===== src/rtl/uart_pkg.sv =====
// Shared definitions for the UART transmit feeder slice.
// Holds the FSM encoding, byte width and default sizing.
package uart_pkg;

    localparam int BYTE_W        = 8;
    localparam int DEPTH_DEF     = 16;
    localparam int BUSY_WAIT_DEF = 4;

    typedef enum logic [1:0] {
        ST_IDLE      = 2'd0,
        ST_START     = 2'd1,
        ST_WAIT_BUSY = 2'd2,
        ST_WAIT_DONE = 2'd3
    } tx_state_t;

    typedef logic [BYTE_W-1:0] byte_t;

endpackage


===== src/rtl/uart_byte_fifo.sv =====
// Byte FIFO with occupancy count and dropped-write pulse.
// A write while full is still taken when a pop frees a slot.
module uart_byte_fifo
    import uart_pkg::*;
#(
    parameter int DEPTH = DEPTH_DEF
) (
    input  logic                   clk,
    input  logic                   reset,
    input  logic                   wr_en,
    input  logic [BYTE_W-1:0]      wr_data,
    input  logic                   rd_en,
    output logic [BYTE_W-1:0]      rd_data,
    output logic                   full,
    output logic                   empty,
    output logic [$clog2(DEPTH):0] count,
    output logic                   overflow
);

    localparam int AW = $clog2(DEPTH);
    localparam logic [AW:0] FULL_CNT = (AW+1)'(DEPTH);

    byte_t          mem [DEPTH];
    logic [AW-1:0]  wr_ptr;
    logic [AW-1:0]  rd_ptr;
    logic [AW:0]    cnt;
    logic           do_push;
    logic           do_pop;

    assign do_pop   = rd_en && !empty;
    assign do_push  = wr_en && (!full || do_pop);
    assign full     = (cnt == FULL_CNT);
    assign empty    = (cnt == '0);
    assign count    = cnt;
    assign overflow = wr_en && full && !do_pop;
    assign rd_data  = mem[rd_ptr];

    always_ff @(posedge clk) begin
        if (do_push) begin
            mem[wr_ptr] <= wr_data;
        end
    end

    // Pointers wrap naturally because DEPTH is a power of two.
    always_ff @(posedge clk or posedge reset) begin
        if (reset) begin
            wr_ptr <= '0;
            rd_ptr <= '0;
            cnt    <= '0;
        end else begin
            if (do_push) begin
                wr_ptr <= wr_ptr + 1'b1;
            end
            if (do_pop) begin
                rd_ptr <= rd_ptr + 1'b1;
            end
            case ({do_push, do_pop})
                2'b10:   cnt <= cnt + 1'b1;
                2'b01:   cnt <= cnt - 1'b1;
                default: cnt <= cnt;
            endcase
        end
    end

endmodule


===== src/rtl/uart_tx_feeder.sv =====
// Drains a byte FIFO into a UART transmitter, one start pulse per byte.
// Completion is seen via tx_busy, or forced after BUSY_WAIT idle cycles.
module uart_tx_feeder
    import uart_pkg::*;
#(
    parameter int DEPTH     = DEPTH_DEF,
    parameter int BUSY_WAIT = BUSY_WAIT_DEF
) (
    input  logic                   clk,
    input  logic                   reset,
    input  logic                   wr_en,
    input  logic [BYTE_W-1:0]      wr_data,
    output logic                   full,
    output logic                   empty,
    output logic [$clog2(DEPTH):0] count,
    output logic                   overflow,
    output logic                   tx_start_transmission,
    output logic [BYTE_W-1:0]      tx_data,
    input  logic                   tx_busy,
    output logic                   sent_tick
);

    localparam int TW = (BUSY_WAIT > 1) ? $clog2(BUSY_WAIT + 1) : 1;
    localparam logic [TW-1:0] WAIT_LAST = TW'(BUSY_WAIT - 1);

    tx_state_t     state_q;
    tx_state_t     state_d;
    logic          pop;
    byte_t         head;
    byte_t         data_q;
    logic [TW-1:0] wait_cnt;
    logic          wait_clr;
    logic          wait_inc;
    logic          tick_d;
    logic          tick_q;

    uart_byte_fifo #(
        .DEPTH (DEPTH)
    ) u_fifo (
        .clk      (clk),
        .reset    (reset),
        .wr_en    (wr_en),
        .wr_data  (wr_data),
        .rd_en    (pop),
        .rd_data  (head),
        .full     (full),
        .empty    (empty),
        .count    (count),
        .overflow (overflow)
    );

    always_comb begin
        state_d  = state_q;
        pop      = 1'b0;
        wait_clr = 1'b0;
        wait_inc = 1'b0;
        tick_d   = 1'b0;
        case (state_q)
            ST_IDLE: begin
                if (!empty) begin
                    pop     = 1'b1;
                    state_d = ST_START;
                end
            end
            ST_START: begin
                wait_clr = 1'b1;
                state_d  = ST_WAIT_BUSY;
            end
            // A busy seen on the last allowed cycle still wins over timeout.
            ST_WAIT_BUSY: begin
                if (tx_busy) begin
                    state_d = ST_WAIT_DONE;
                end else if (wait_cnt == WAIT_LAST) begin
                    state_d = ST_IDLE;
                    tick_d  = 1'b1;
                end else begin
                    wait_inc = 1'b1;
                end
            end
            ST_WAIT_DONE: begin
                if (!tx_busy) begin
                    state_d = ST_IDLE;
                    tick_d  = 1'b1;
                end
            end
            default: begin
                state_d = ST_IDLE;
            end
        endcase
    end

    always_ff @(posedge clk or posedge reset) begin
        if (reset) begin
            state_q  <= ST_IDLE;
            data_q   <= '0;
            wait_cnt <= '0;
            tick_q   <= 1'b0;
        end else begin
            state_q <= state_d;
            tick_q  <= tick_d;
            if (pop) begin
                data_q <= head;
            end
            if (wait_clr) begin
                wait_cnt <= '0;
            end else if (wait_inc) begin
                wait_cnt <= wait_cnt + 1'b1;
            end
        end
    end

    assign tx_start_transmission = (state_q == ST_START);
    assign tx_data               = data_q;
    assign sent_tick             = tick_q;

endmodule


===== config.mk =====
export PLATFORM = sky130hd
export DESIGN_NAME = uart_tx_feeder
export DESIGN_NICKNAME = d
export VERILOG_FILES = /design/src/rtl/uart_pkg.sv /design/src/rtl/uart_byte_fifo.sv /design/src/rtl/uart_tx_feeder.sv
export SDC_FILE = /design/constraint.sdc
export NUM_CORES = 1
export LEC_CHECK = 0
export BUFFER_PORTS_ARGS = -buffer_cell sky130_fd_sc_hd__buf_4
export CAP_MARGIN = 10
export CELL_PAD_IN_SITES_DETAIL_PLACEMENT = 1
export CELL_PAD_IN_SITES_GLOBAL_PLACEMENT = 2
export CORE_ASPECT_RATIO = 0.9
export CORE_MARGIN = 1
export CORE_UTILIZATION = 35
export CTS_CLUSTER_SIZE = 25
export DETAILED_ROUTE_END_ITERATION = 8
export GPL_TIMING_DRIVEN = 1
export PLACE_DENSITY = 0.76
export SYNTH_ARGS = -nofsm -noshare
export SYNTH_HDL_FRONTEND = slang
export SYNTH_SLANG_ARGS = --single-unit

===== constraint.sdc =====
create_clock -name clk -period 3.1 [get_ports clk]
set_input_delay 0.155 -clock clk [delete_from_list [all_inputs] [get_ports clk]]
set_output_delay 0.155 -clock clk [all_outputs]
set_load 0.01 [all_outputs]

* Word-level counts from Yosys, hierarchy flattened
Memory sizes are Yosys's and may differ from the RTL's. A register that Yosys moved wholly into a read port is not among the register bits.
Index checks and enable logic that the tools add are counted.
** Storage, ports and cells
- Output and inout bits :: 18
- Memory bits (writable) :: 128
- Flip-flop bits (word level) :: 19
- Memories kept :: 1
- Input port bits :: 12
- Word-level logic and storage cells :: 55
** Memory list
- u_fifo.mem :: depth 16, bits a word 8, read ports 1, clocked after memory_dff 1, wr ports 1, RTL line uart_byte_fifo.sv:23 : byte_t mem [DEPTH];
** Cells by class
- Muxes and demuxes :: 20
- Add/sub/neg operators :: 5
- Reductions and logical operators :: 13
- Equality and inequality tests :: 10
** Operator list (count)
- two-way mux 1 bit :: 11
- case mux 5 bit (2 select lines) :: 1
- adder 4 x 1 -> 4 bit (second input constant) :: 2
- two-way mux 2 bit :: 4
- case mux 2 bit (4 select lines) :: 1
- == test 2 bit (second input constant) :: 3
- two-way mux 3 bit :: 2
- adder 5 x 1 -> 5 bit (second input constant) :: 1
- == test 5 bit (second input constant) :: 1
- zero test 5 bit :: 1
- subtractor 5 x 1 -> 5 bit (second input constant) :: 1
- == test 2 x 1 -> 1 bit (second input constant) :: 2
- logical AND 1 bit :: 4
- inequality test 2 bit (second input constant) :: 2
- nonzero test 2 bit :: 2
- adder 3 x 1 -> 3 bit (second input constant) :: 1
- == test 3 x 2 -> 1 bit (second input constant) :: 1
- zero test 1 bit :: 3
- inequality test 3 bit (second input constant) :: 1
- AND reduction 3 bit :: 1
- zero test 2 bit :: 1
- case mux 1 bit (2 select lines) :: 1
- logical OR 1 bit :: 1

* Depth between registers and ports, before layout
Gate-level depths: netlist of the first run.
- Depth after elaboration :: 8
- Depth in mapped cells :: 13
- Depth with buffers taken out :: 10

* Hierarchy
A second synthesis of the first run with hierarchy kept.
** Second synthesis, totals
- Cell total of the unflattened synthesis :: 341
- Area, all modules :: 6555.0 µm²
** Modules (own cells, without submodules)
- uart_byte_fifo :: instances 1, area each 5938.2 µm², seq. area each 4169.0 µm², cells an instance 294
- uart_tx_feeder :: instances 1, area each 616.8 µm², seq. area each 350.3 µm², cells an instance 47

* Least setup slack after synthesis of the first run
No wires, ideal clock.
- Path type :: register -> register
- Start point :: reg u_fifo.cnt[1] (netlist: u_fifo.count[1])
- End point :: reg u_fifo.cnt[4] (netlist: u_fifo.count[4])
- Arrival :: 2929 ps
- Setup time :: 80 ps
- Path buffers :: 3
- Cell stages (with the launch flop) :: 14
- Data required time :: 3020 ps
- Setup slack :: 91 ps
- Period minus slack after synthesis :: 3009 ps
- Cell sequence :: dfrtp_1 > buf_6 > or4_1 > buf_2 > o31a_4 > inv_2 > ha_1 > clkbuf_1 > xor2_1 > ha_1 > a21o_1 > nand3_1 > a31oi_1 > xnor2_1
** Between the ends
- Cells in the longest elaborated chain, start to end :: 8
- Elaborated cells on any way between the ends :: 15
- Those cells by class :: add/sub (2); eq/ne (3); mux (3); reduce/logical (7)
** RTL lines
- from (decl) :: RTL line uart_byte_fifo.sv:26 : logic [AW:0] cnt;
- from (signal assigned) :: RTL line uart_byte_fifo.sv:58 : 2'b10: cnt <= cnt + 1'b1;
- from (signal assigned) :: RTL line uart_byte_fifo.sv:59 : 2'b01: cnt <= cnt - 1'b1;
- from (signal assigned) :: RTL line uart_byte_fifo.sv:60 : default: cnt <= cnt;
- zero test 5 bit :: RTL line uart_byte_fifo.sv:33 : assign empty = (cnt == '0);
- two-way mux 1 bit :: RTL line uart_tx_feeder.sv:60 : if (!empty) begin
- two-way mux 1 bit :: RTL line uart_tx_feeder.sv:58 : case (state_q)
- logical AND 1 bit :: RTL line uart_byte_fifo.sv:30 : assign do_pop = rd_en && !empty;
- logical OR 1 bit :: RTL line uart_byte_fifo.sv:31 : assign do_push = wr_en && (!full || do_pop);
- logical AND 1 bit :: RTL line uart_byte_fifo.sv:31
- == test 2 x 1 -> 1 bit / == test 2 bit (equally long branches) :: RTL line uart_byte_fifo.sv:57 : case ({do_push, do_pop})
- case mux 5 bit (2 select lines) / nonzero test 2 bit (equally long branches)
Several ways; a longest one is shown, not always the timed one.
A chain may end at the register's enable or synchronous reset.

* Worst setup path after layout of the first run
- Start point :: reg u_fifo.cnt[0] (netlist: u_fifo.count[0])
- End point :: reg u_fifo.cnt[4] (netlist: u_fifo.count[4])
Same word-level chain as after synthesis.

==> qor.yml, run 1 <==
run_status:
  status: "finished, final reports clean"
synthesis:
  postSynthCellCount: 342
  yosysSeqAreaShare_pct: 72.01
  synth_area_per_cell_um2: 18.35
  synth.cell_area_um2: 6276
  ys_warn_count: 0
  post_synth_num_cell_types: 39
  ys_ff_latch: 155
  syn_nets: 364
cts:
  clock_path_buffers: 2
  root_buffer: "clkbuf_16"
  clk_pin_slew_ns: 0.06
  clock_sinks: 155
  worstSkewPairLatency_ns: 0.42
  htreeDepth: 4
  tritoncts: "built"
  cts_buffers: 17
placement:
  gp_congestion: 0.7498
  post-dp-hpwl_um: 8705
  dp_slack_ns: 0.1440
  dpl.cell_count: 607
  portBuffers: 29
global_route:
  antenna_found_initial: 0
  grt_max_degree: 34
  grt_pass1_wl_um: 20690
  grt.overflow.total: 0
  grt_pass1_vias: 3534
  grt_use_total_pct: 15.71
die:
  die_w_um: 143.2
  fp-row-count: 46
  die-area_um2: 18470
  io_pins: 30
  start_util_pct: 35.64
  core-area_um2: 17610
  die_height_um: 129.0
setup_path:
  cp_max_fo: 8
  startpoint_type: "register"
  cp.required_ns: 3.44
  reg2reg_setup_slack_ns: 0.24
  reg2reg_depth: 10
  r2r-start: "u_fifo.count[0]$_DFFE_PP0P_"
  crit_type: "register to register"
  r2r_end: "u_fifo.count[4]$_DFFE_PP0P_"
  critPathArrivalTime_ns: 3.21
  crit_path_end_kind: "register"
sta:
  report.final.slew_viol_count: 0
  post-route-min-period_ns: 2.861
  setup_tns_ns: 0
  setup_violations: 0
  min_period_over_period_pct: 92.30
  holdWs_ns: 0.04650
  finalWorstSetupSlack_ns: 0.2386
  max_slew_margin_pct: 20.51
  tightest_slew_ns: 1.182
  fin_skew_ns: 0.005846
  max_freq_mhz: 349.5
  rsz0062_at_grt: "false"
  hold_viol: 0
finish:
  mostFrequentLayoutCell: "edfxtp_1"
  postLayoutCoreUtil_pct: 42.33
  drive_gt1_share_pct: 31.27
  regArea_um2: 4521
  diodes: 0
  num-fill-cells: 1732
  layout.nets: 412
  multi_input_area_um2: 1643
  fin_cells: 643
  mostFrequentLayoutCells: "edfxtp_1, buf_4, mux4_2"
  syn2layout_area_growth_pct: 18.78
route:
  post_drt_wl_per_cell_um: 20.25
  drt_first_pass_iters: 4
  ant_nets: 0
  vias_per_cell: 5.053
  drt-total-wl_um: 13020
  drc: 0
  vias: 3249
  drt-initial-drc-count: 201
pwr:
  irDropWorstVdd_v: 0.0004248
  power_density_nw_per_um2: 933.4
  power_leakage_nw: 2.574
hold_path:
  whs_path_depth: 1
  hold_start: "wr_data[5]"
  hold_class: "primary input to register"
  min_to: "u_fifo.mem[10][5]$_DFFE_PP_"
job:
  max_cap_violations: 0
## Yosys cell counts, drive strengths merged
| library cell | count | share of area, % |
|---|---|---|
| a211o | 1 | 0.14 |
| a21o | 3 | 0.36 |
| a21oi | 11 | 0.88 |
| a22o | 4 | 0.56 |
| a31oi | 2 | 0.20 |
| and2 | 8 | 0.80 |
| and3 | 1 | 0.18 |
| and3b | 1 | 0.14 |
| buf | 7 | 0.70 |
| clkbuf | 12 | 0.72 |
| dfrtp | 27 | 11 |
| edfxtp | 128 | 61 |
| ha | 10 | 2.0 |
| inv | 11 | 0.66 |
| mux2 | 10 | 1.8 |
| mux4 | 32 | 11 |
| nand2 | 7 | 0.42 |
| nand2b | 2 | 0.20 |
| nand3 | 2 | 0.16 |
| nand3b | 1 | 0.12 |
| nand4 | 2 | 0.20 |
| nor2 | 12 | 0.72 |
| nor2b | 2 | 0.20 |
| nor3 | 1 | 0.080 |
| nor3b | 2 | 0.24 |
| nor4 | 6 | 0.60 |
| nor4b | 1 | 0.14 |
| o211ai | 1 | 0.20 |
| o21a | 1 | 0.12 |
| o21ai | 3 | 0.24 |
| o22ai | 16 | 1.6 |
| o31a | 1 | 0.28 |
| or2 | 1 | 0.10 |
| or4 | 1 | 0.12 |
| xnor2 | 7 | 0.98 |
| xor2 | 5 | 0.70 |
## sequential cells by signal, summed over array words and instances, names as in the netlist
name	count
u_fifo.mem	128
u_fifo.wr_ptr	4
tx_data	8
state_q	2
sent_tick	1
wait_cnt	3
u_fifo.count	5
u_fifo.rd_ptr	4
## layout make-up
cell class	instances	share of cell area, %
sequential	155	60.64
multi-input combinational	157	22.04
clock buffer	20	5.858
timing repair buffer	48	5.002
tap	240	4.028
clock inverter	12	1.880
inverter	11	0.5539
## where the power goes
group,total (W),leakage (nW),switching (W),internal [W]
combinational,0.00199,0.830,0.000970,0.00102
sequential,0.00296,1.47,0.000350,0.00261
clock,0.00201,0.272,0.000821,0.00119
total,0.00696,2.57,0.00214,0.00482
## kinds of logic (layout without fill, tap and decap cells)
| group | Yosys count | in the layout | share of synthesized area (%) |
|---|---|---|---|
| AOI/OAI and AO/OA | 43 | 43 | 4.565 |
| xor gates and xnor gates | 12 | 12 | 1.675 |
| adders and majority gates | 10 | 10 | 1.994 |
| buffers and inverters | 30 | 91 | 2.073 |
| DFF | 155 | 155 | 72.01 |
| muxes | 42 | 42 | 13.28 |
| and+or+nand+nor | 50 | 50 | 4.406 |
## layer usage
layer	vias up	GRT usage (%)	share of wire [%]
li1	1461	-	-
met1	1723	20.58	45
met2	51	25.48	50
met3	14	3.880	3.5
met4	0	5.693	1.1
met5	-	0	0
## worst max-delay path by stage
| stage | startpoint | endpoint | slack, ns | cells past startpoint |
|---|---|---|---|---|
| 2_1_floorplan | u_fifo.count[1]$_DFFE_PP0P_ | u_fifo.count[4]$_DFFE_PP0P_ | 0.09 | 13 |
| 3_3_place_gp | u_fifo.count[0]$_DFFE_PP0P_ | u_fifo.count[4]$_DFFE_PP0P_ | 0.27 | 10 |
| 3_5_place_dp | u_fifo.count[0]$_DFFE_PP0P_ | u_fifo.count[4]$_DFFE_PP0P_ | 0.14 | 10 |
| 4_1_cts | u_fifo.count[0]$_DFFE_PP0P_ | u_fifo.count[4]$_DFFE_PP0P_ | 0.1 | 10 |
| 5_1_grt | u_fifo.count[0]$_DFFE_PP0P_ | u_fifo.count[4]$_DFFE_PP0P_ | 0.03 | 10 |
| 6_report | u_fifo.count[0]$_DFFE_PP0P_ | u_fifo.count[4]$_DFFE_PP0P_ | 0.24 | 10 |
## stage by stage
step,total power (W),instance area (um2)
after floorplan,0.004281,6276
after global placement,0.004922,6832
after global routing,0.007321,7455
after CTS,0.007043,7418
final,0.006958,7455
after detailed placement,0.005001,6832
## critical path, stage by stage (launching register included)
cell and delay [ns]:
dfrtp_1 0.46, or4_4 0.62, o31a_4 0.40, inv_2 0.13, ha_1 0.20, xor2_1 0.18
ha_1 0.25, a21o_1 0.14, nand3_1 0.07, a31oi_1 0.20, xnor2_1 0.13
## timing repair
action,in CTS,in global routing
setup buffers,0,0
endpoints found under the hold margin,3,17
setup endpoints to repair,0,1
resized for setup,0,1
hold buffers,1,1
No activity file was read; power rests on OpenSTA's default activity.
==> run 2: changes to the inputs <==
CELL_PAD_IN_SITES_DETAIL_PLACEMENT = 0   (was 1)
CELL_PAD_IN_SITES_GLOBAL_PLACEMENT = 1   (was 2)
PLACE_DENSITY = 0.7   (was 0.76)
==> qor.yml, run 2 (same netlist as run 1, synthesis figures left out) <==
finish:
  postLayoutCoreUtil_pct: 42.22
  regMostFlops: "u_fifo.mem"
  regArea_um2: 4521
  diodes: 0
  mostFrequentLayoutCells: "edfxtp_1, buf_4, mux4_2"
  final_area_um2: 7436
  largest_reg_flops: 128
  num-fill-cells: 1604
  mostFrequentLayoutCell: "edfxtp_1"
  drive_gt1_share_pct: 29.57
  syn2layout_area_growth_pct: 18.48
  multi_input_area_um2: 1627
  layout.nets: 408
route:
  drt_first_pass_iters: 4
  vias: 3211
  drt-total-wl_um: 12430
  post_drt_wl_per_cell_um: 19.45
  vias_per_cell: 5.025
  drt-initial-drc-count: 232
  drc: 0
  ant_nets: 0
setup_path:
  crit_path_end_kind: "register"
  r2r_end: "u_fifo.count[4]$_DFFE_PP0P_"
  critPathArrivalTime_ns: 3.26
  r2r-start: "u_fifo.count[1]$_DFFE_PP0P_"
  crit_type: "register to register"
  cp_max_fo: 9
  reg2reg_depth: 10
  crit_end: "u_fifo.count[4]$_DFFE_PP0P_"
  reg2reg_setup_slack_ns: 0.18
  startpoint_type: "register"
  cp.required_ns: 3.44
  crit_start: "u_fifo.count[1]$_DFFE_PP0P_"
run_status:
  status: "finished, final reports clean"
sta:
  setup_tns_ns: 0
  max_freq_mhz: 342.8
  rsz0062_at_grt: "false"
  fin_skew_ns: 0.009257
  max_slew_margin_pct: 54.98
  tightest_slew_ns: 0.6746
  post-route-min-period_ns: 2.917
  setup_violations: 0
  hold_viol: 0
  min_period_over_period_pct: 94.11
  report.final.slew_viol_count: 0
global_route:
  grt_pass1_vias: 3420
  grt_max_degree: 35
  grt_pass1_wl_um: 19750
  antenna_found_initial: 0
  grt.overflow.total: 0
  grt_use_total_pct: 15.16
cts:
  clock_path_buffers: 2
  cts_buffers: 17
  tritoncts: "built"
  worstSkewPairLatency_ns: 0.42
  cts_setup_buffers: 0
  htreeDepth: 4
  root_buffer: "clkbuf_16"
  clock_sinks: 155
  clk_pin_slew_ns: 0.06
placement:
  portBuffers: 29
  post-dp-hpwl_um: 7558
  postPlaceCellArea_um2: 6817
  gp_congestion: 0.7551
hold_path:
  hold_class: "primary input to register"
  hold_start: "wr_data[5]"
die:
  die_w_um: 143.2
  fp-row-count: 46
  die-area_um2: 18470
  io_pins: 30
  start_util_pct: 35.64
  die_height_um: 129.0
  core-area_um2: 17610
job:
  max_cap_violations: 0
pwr:
  power_leakage_nw: 2.570
  irDropWorstVdd_v: 0.0003738
  power_density_nw_per_um2: 937.5
-- run 2: power breakdown --
part | switching [W] | total [W] | internal, W
combinational | 0.000989 | 0.00198 | 0.000986
clock | 0.000834 | 0.00211 | 0.00127
sequential | 0.000283 | 0.00289 | 0.00261
total | 0.00211 | 0.00697 | 0.00486
-- run 2: repair_timing --
| item | CTS | global route |
|---|---|---|
| hold buffers | 2 | 0 |
| endpoints found under the hold margin | 18 | 0 |
| endpoints found under the setup margin | 0 | 0 |
| gates resized for setup | 0 | 0 |
-- run 2: worst max-delay path, cell delays in order (launching register included) --
cell and delay [ns]:
dfrtp_1 0.47, or4_1 0.68, o31a_4 0.43, inv_2 0.13, ha_1 0.20, xor2_1 0.16
ha_1 0.23, a21o_1 0.13, nand3_1 0.07, a31oi_1 0.21, xnor2_1 0.13
-- run 2: metrics by stage --
stage | std cells | total power, W | setup WS [ns] | hold slack, ns
final | 639 | 0.006971 | 0.1826 | 0.03694
after global routing | 639 | 0.007340 | 0.01335 | 0.03261
after CTS | 639 | 0.007034 | 0.1741 | 0.01845
after detailed placement | 605 | 0.004931 | 0.1900 | 0.2974
after global placement | 605 | 0.004888 | 0.2533 | 0.2891
after floorplan | 342 | 0.004281 | 0.09115 | 0.2077
-- run 2: how the worst min path moves through the flow --
stage                                   to  slack, ns  depth (start not counted)
6_report        u_fifo.mem[2][5]$_DFFE_PP_       0.04                          1
4_1_cts         u_fifo.mem[2][5]$_DFFE_PP_       0.02                          1
2_1_floorplan          sent_tick$_DFF_PP0_       0.21                          1
3_3_place_gp   u_fifo.count[3]$_DFFE_PP0P_       0.29                          2
3_5_place_dp   u_fifo.count[3]$_DFFE_PP0P_       0.30                          2
5_1_grt         u_fifo.mem[2][5]$_DFFE_PP_       0.03                          1
-- run 2: cell type report --
type                    instances  area share (%)
repair buffers                 44           4.678
clock buffers                  18           5.772
multi-input cells             157           21.87
inverters                      11          0.5553
well taps                     240           4.038
clock inverters                14           2.288
flip-flops and latches        155           60.79
-- run 2: metal layers --
layer  up-vias  global-route usage, %  part of all wire (%)
met4         0                  5.313                   1.0
met2        87                  23.93                    49
met5         -                      0                     0
met1      1663                  19.84                    45
li1       1450                      -                     -
met3        11                  4.767                   5.7
